[src/rtl/cen_frac_gen.sv]
// Fractional clock-enable generator: a phase accumulator yields an average tick rate of Num/Den
// per Clk, and each accepted tick becomes a PULSE_W-cycle Cen level for downstream 74163-style chains.
module cen_frac_gen #(
  parameter int unsigned ACC_W    = 10,
  parameter int unsigned PULSE_W  = 2,
  parameter int unsigned NUM_INIT = 1,
  parameter int unsigned DEN_INIT = 8
) (
  input  logic             Clk,
  input  logic             Rst_n,
  input  logic             Enable,
  input  logic             Restart,
  input  logic [ACC_W-1:0] Num,
  input  logic [ACC_W-1:0] Den,
  output logic             Cen,
  output logic             Cen_rise,
  output logic             Cen_fall,
  output logic [15:0]      Tick_cnt,
  output logic             Overrun,
  output logic             Cfg_err
);

  localparam int unsigned CNT_W = 4;
  localparam logic [CNT_W-1:0] PULSE_LOAD = CNT_W'(PULSE_W);

  logic [ACC_W-1:0] acc_q, acc_d;
  logic [ACC_W-1:0] num_q, num_d;
  logic [ACC_W-1:0] den_q, den_d;
  logic [CNT_W-1:0] cnt_q, cnt_d;
  logic             cen_rise_q, cen_rise_d;
  logic             cen_fall_q, cen_fall_d;
  logic [15:0]      tick_cnt_q, tick_cnt_d;
  logic             overrun_q, overrun_d;

  logic [ACC_W:0]   sum;
  logic [ACC_W:0]   diff;
  logic             cfg_err;
  logic             advance;
  logic             tick;
  logic             accept;

  assign cfg_err = (den_q == '0) || (num_q > den_q);

  always_comb begin
    // NOTE: every always_comb target gets a default first so no path can infer a latch.
    acc_d      = acc_q;
    num_d      = num_q;
    den_d      = den_q;
    cnt_d      = cnt_q;
    cen_rise_d = 1'b0;
    cen_fall_d = 1'b0;
    tick_cnt_d = tick_cnt_q;
    overrun_d  = overrun_q;

    // One extra bit so acc + Num cannot wrap before the compare against Den.
    sum     = {1'b0, acc_q} + {1'b0, num_q};
    diff    = sum - {1'b0, den_q};
    advance = Enable && !cfg_err;
    tick    = advance && (sum >= {1'b0, den_q});
    accept  = tick && (cnt_q == '0);

    if (Restart) begin
      acc_d      = '0;
      cnt_d      = '0;
      overrun_d  = 1'b0;
      num_d      = Num;
      den_d      = Den;
      cen_fall_d = (cnt_q != '0);
    end else begin
      if (advance) begin
        acc_d = tick ? diff[ACC_W-1:0] : sum[ACC_W-1:0];
      end

      // A tick landing on an active pulse is dropped rather than merged, so
      // Cen always has at least one low cycle between pulses.
      if (accept) begin
        cnt_d = PULSE_LOAD;
      end else if (cnt_q != '0) begin
        cnt_d = cnt_q - 1'b1;
      end

      if (tick && (cnt_q != '0)) begin
        overrun_d = 1'b1;
      end

      cen_rise_d = accept;
      cen_fall_d = (cnt_q == CNT_W'(1));
      tick_cnt_d = tick_cnt_q + 16'(accept);
    end
  end

  always_ff @(posedge Clk or negedge Rst_n) begin
    if (!Rst_n) begin
      acc_q      <= '0;
      num_q      <= ACC_W'(NUM_INIT);
      den_q      <= ACC_W'(DEN_INIT);
      cnt_q      <= '0;
      cen_rise_q <= 1'b0;
      cen_fall_q <= 1'b0;
      tick_cnt_q <= '0;
      overrun_q  <= 1'b0;
    end else begin
      // NOTE: non-blocking assignments so every flop samples the pre-edge values.
      acc_q      <= acc_d;
      num_q      <= num_d;
      den_q      <= den_d;
      cnt_q      <= cnt_d;
      cen_rise_q <= cen_rise_d;
      cen_fall_q <= cen_fall_d;
      tick_cnt_q <= tick_cnt_d;
      overrun_q  <= overrun_d;
    end
  end

  assign Cen      = (cnt_q != '0);
  assign Cen_rise = cen_rise_q;
  assign Cen_fall = cen_fall_q;
  assign Tick_cnt = tick_cnt_q;
  assign Overrun  = overrun_q;
  assign Cfg_err  = cfg_err;

endmodule

[config.mk]
export PLATFORM = sky130hd
export DESIGN_NAME = cen_frac_gen
export DESIGN_NICKNAME = d
export VERILOG_FILES = /design/src/rtl/cen_frac_gen.sv
export SDC_FILE = /design/constraint.sdc
export NUM_CORES = 1
export LEC_CHECK = 0
export CORE_MARGIN = 4
export CORE_UTILIZATION = 40
export CTS_CLUSTER_DIAMETER = 120
export DETAILED_ROUTE_END_ITERATION = 8
export DONT_BUFFER_PORTS = 1
export GPL_ROUTABILITY_DRIVEN = 1
export GPL_TIMING_DRIVEN = 0
export REMOVE_ABC_BUFFERS = 1
export SYNTH_ARGS = -nofsm -noshare
export SYNTH_HDL_FRONTEND = slang
export SYNTH_SLANG_ARGS = --single-unit
export TNS_END_PERCENT = 10
[constraint.sdc]
create_clock -name Clk -period 9 [get_ports Clk]
set_clock_uncertainty 0.2 [all_clocks]
set_input_delay 2.7 -clock Clk [delete_from_list [all_inputs] [get_ports Clk]]
set_output_delay 2.7 -clock Clk [all_outputs]
set_load 0.01 [all_outputs]
==> impl_metrics.toml <==
[synthesis]
portion_of_synthesized_cell_area_occupied_by_the_leading_cell_type_pct = 37.6
yosys.area.top_type = "dfrtp_1"
synth.lib_cells_used.distinct = 48
post-synth-top-count-cell = "dfrtp_1"
synthCells = 350
synth.ff_latch_count = 53
yosysWarningCount = 0
predominant_post_synthesis_flop_cell = "dfrtp_1"
synth.yosys.seq_area_share_pct = 39.1
synthesis.area_mm2 = 0.00340
synth-edff-count = 0
synth_async_sr_flop_share_pct = 100
synth.area.top_cells = "dfrtp_1 38%, ha_1 13%, xnor2_1 5.2%"
post_synth.cell_area_avg_um2 = 9.71
synth_top_cells_by_count = "51 x dfrtp_1, 35 x ha_1, 34 x nor2_1"

[min_path]
startpoint_of_the_worst_hold_path = "cnt_q[0]$_DFFE_PN0P_"
hold_depth = 1
hold-path-endpoint = "cnt_q[0]$_DFFE_PN0P_"
hp-class = "register to register"

[floorplan]
design.portCount = 45
core-area_mm2 = 0.00826
die-height_um = 100
die_span_in_x_um = 100
starting_density_of_the_core_pct = 41.1
dieArea_mm2 = 0.0100
floorplan.rows = 33

[critical_path]
rr_worst_depth = 19
timing.critical_path.arrival_ps = 2150
critPathKind = "register to output port"
worstReg2RegStart = "num_q[0]$_DFFE_PN1P_"
rrSetupSlack_ps = 4040
critical_path_required_ps = 6100
path_max_fanout = 3
r2r_end = "Tick_cnt[13]$_DFFE_PN0N_"
crit_path_end_kind = "output port"
startpoint_type = "register"

[global_route]
via_count_of_the_first_global_routing_pass = 2560
grt_start_max_net_pins = 56
grt.overflow.total = 0
grt_use_total_pct = 14.8
initial_antenna_violation_count = 0
grt_first_pass_wirelength_um = 12000

[power_and_ir_drop]
internal_power_mw = 0.580
power.share.clock_pct = 17.1
sw_frac_of_total_pct = 40.3
vdd.ir_drop.worst_mv = 0.0881
pwr_density_cell_mw_per_mm2 = 269
power.switching_mw = 0.391
share_comb_of_total_power_pct = 51.2
pwr-share-seq_pct = 31.7
totalPowerFinal_mw = 0.971
leakage_power_nw = 1.63

[route]
number_of_violations_reported_at_the_end_of_detailed_routing_iteration_0 = 43
drt_first_pass_iters = 4
route.vias.total = 2439
drc = 0
antenna_left = 0
post_drt_wl_per_cell_um = 15.4
routed_wl_um = 7010
drt-vias-per-instance = 5.36

[timing]
grt_setup_unrepaired = "no"
final-setup-viol-count = 0
max_freq_mhz = 198
timing.final.crit_share_pct = 56.1
worst-slew-pin-transition_ps = 600
finalMaxSlewViolations = 0
slew_headroom_pct = 60.0
hold_viol_final = 0
fin_tns_setup_ps = 0
timing.hold.ws_ps = 318
finalCriticalPeriod_ps = 5050

[outcome]
outcome = "complete, no violations"

[run]
max_cap_viol_count = 0

[cts]
clk-insertion-delay-late_ps = 310
post_cts.resized_instances = 0
tritoncts = "done"
cts_clock_pin_slew_for_the_worst_setup_and_hold_paths_ps = 100
cts.sink_count = 53
cts_htree_levels = 2
clockRootBuffer = "clkbuf_8"
cts_made_buffers = 5
clockBufferDepth = 2
cts-hold-fix-buffers = 0
post-cts-setup-buffer-count = 0

[final_layout]
drive_above_1_share_pct = 7.43
number_of_inserted_diodes = 0
fillCellCount = 806
num-nets-final = 410
finalCoreUtilization_pct = 43.8
synthToLayoutAreaGrowth_pct = 6.37
finalInstanceArea_mm2 = 0.00361

[place]
dpl-instance-area_mm2 = 0.00350
hpwlAfterDp_um = 5240
finalWeightedCongestion = 0.793
portBuffers = 0
==> placed cells by master (no fill, tap or decap), types with 11 or more instances in the layout <==
cell / synthesis / layout
dfrtp_1: 51 / 51
ha_1: 35 / 35
nor2_1: 34 / 33
nand2_1: 28 / 28
inv_1: 27 / 27
xnor2_1: 20 / 20
a211oi_1: 15 / 15
a21oi_1: 15 / 15
o21ai_0: 14 / 14
mux2_2: 11 / 11
==> power by group through the flow <==
stage | Sequential [mW] | Combinational (mW) | Clock [mW]
6_report | 0.308 | 0.497 | 0.166
5_1_grt | 0.313 | 0.568 | 0.183
4_1_cts | 0.308 | 0.501 | 0.174
3_5_place_dp | 0.313 | 0.497 | 0
3_3_place_gp | 0.312 | 0.484 | 0
2_1_floorplan | 0.305 | 0.408 | 0
==> state kept, by name, indices dropped and copies added, names as in the netlist <==
name / flops
Tick_cnt: 16
Cen_rise: 1
acc_q: 10
den_q: 10
num_q: 10
Overrun: 1
cnt_q: 4
Cen_fall: 1
==> critical path: stages, from the launching register on <==
cell       delay, ps
dfstp_2          540
inv_1             80
ha_1             300
nand4_1          160
a211oi_1         240
a2111oi_0         90
o21ai_1          430
==> how the worst max path moves through the flow <==
stage / from / to / slack [ps] / cells after the start
after floorplan: Enable / Tick_cnt[8]$_DFFE_PN0N_ / 4130 / 9
after CTS: den_q[3]$_DFFE_PN1P_ / Cfg_err / 3900 / 6
final: den_q[3]$_DFFE_PN1P_ / Cfg_err / 3950 / 6
after detailed placement: num_q[0]$_DFFE_PN1P_ / Tick_cnt[13]$_DFFE_PN0N_ / 4090 / 19
after global routing: num_q[0]$_DFFE_PN1P_ / Tick_cnt[13]$_DFFE_PN0N_ / 3670 / 19
after global placement: Enable / Tick_cnt[13]$_DFFE_PN0N_ / 3430 / 8
==> layout make-up <==
| class | count | area, um^2 | share of cell area, % |
|---|---|---|---|
| inverters | 27 | 101 | 2.80 |
| well taps | 105 | 131 | 3.64 |
| repair buffers | 1 | 15.0 | 0.416 |
| clock buffers | 6 | 72.6 | 2.01 |
| flip-flops and latches | 53 | 1330 | 36.8 |
| multi-input cells | 261 | 1930 | 53.3 |
| clock inverters | 2 | 38.8 | 1.07 |
==> layer usage <==
layer	up-vias	global-route usage, %	wire [um]
met5	-	0	0
met4	0	3.42	79
met3	6	3.41	266
met2	29	25.5	3490
met1	1174	18.7	3180
li1	1230	-	-
==> stage by stage <==
| step | cells | setup slack, ps |
|---|---|---|
| 3_5_place_dp | 447 | 4090 |
| 4_1_cts | 455 | 3900 |
| 5_1_grt | 455 | 3670 |
| 3_3_place_gp | 446 | 3430 |
| 6_report | 455 | 3950 |
| 2_1_floorplan | 341 | 4130 |
==> cell families after synthesis <==
| group | share of synthesized area (%) |
|---|---|
| multiplexers | 6.37 |
| XOR/XNOR | 7.22 |
| flip-flops | 39.1 |
| AND/OR/NAND/NOR | 14.4 |
| buffers and inverters | 4.27 |
| AO/OA/AOI/OAI | 14.6 |
| adder cells (fa/ha/maj) | 14.1 |
(Power assumes the default switching activity.)
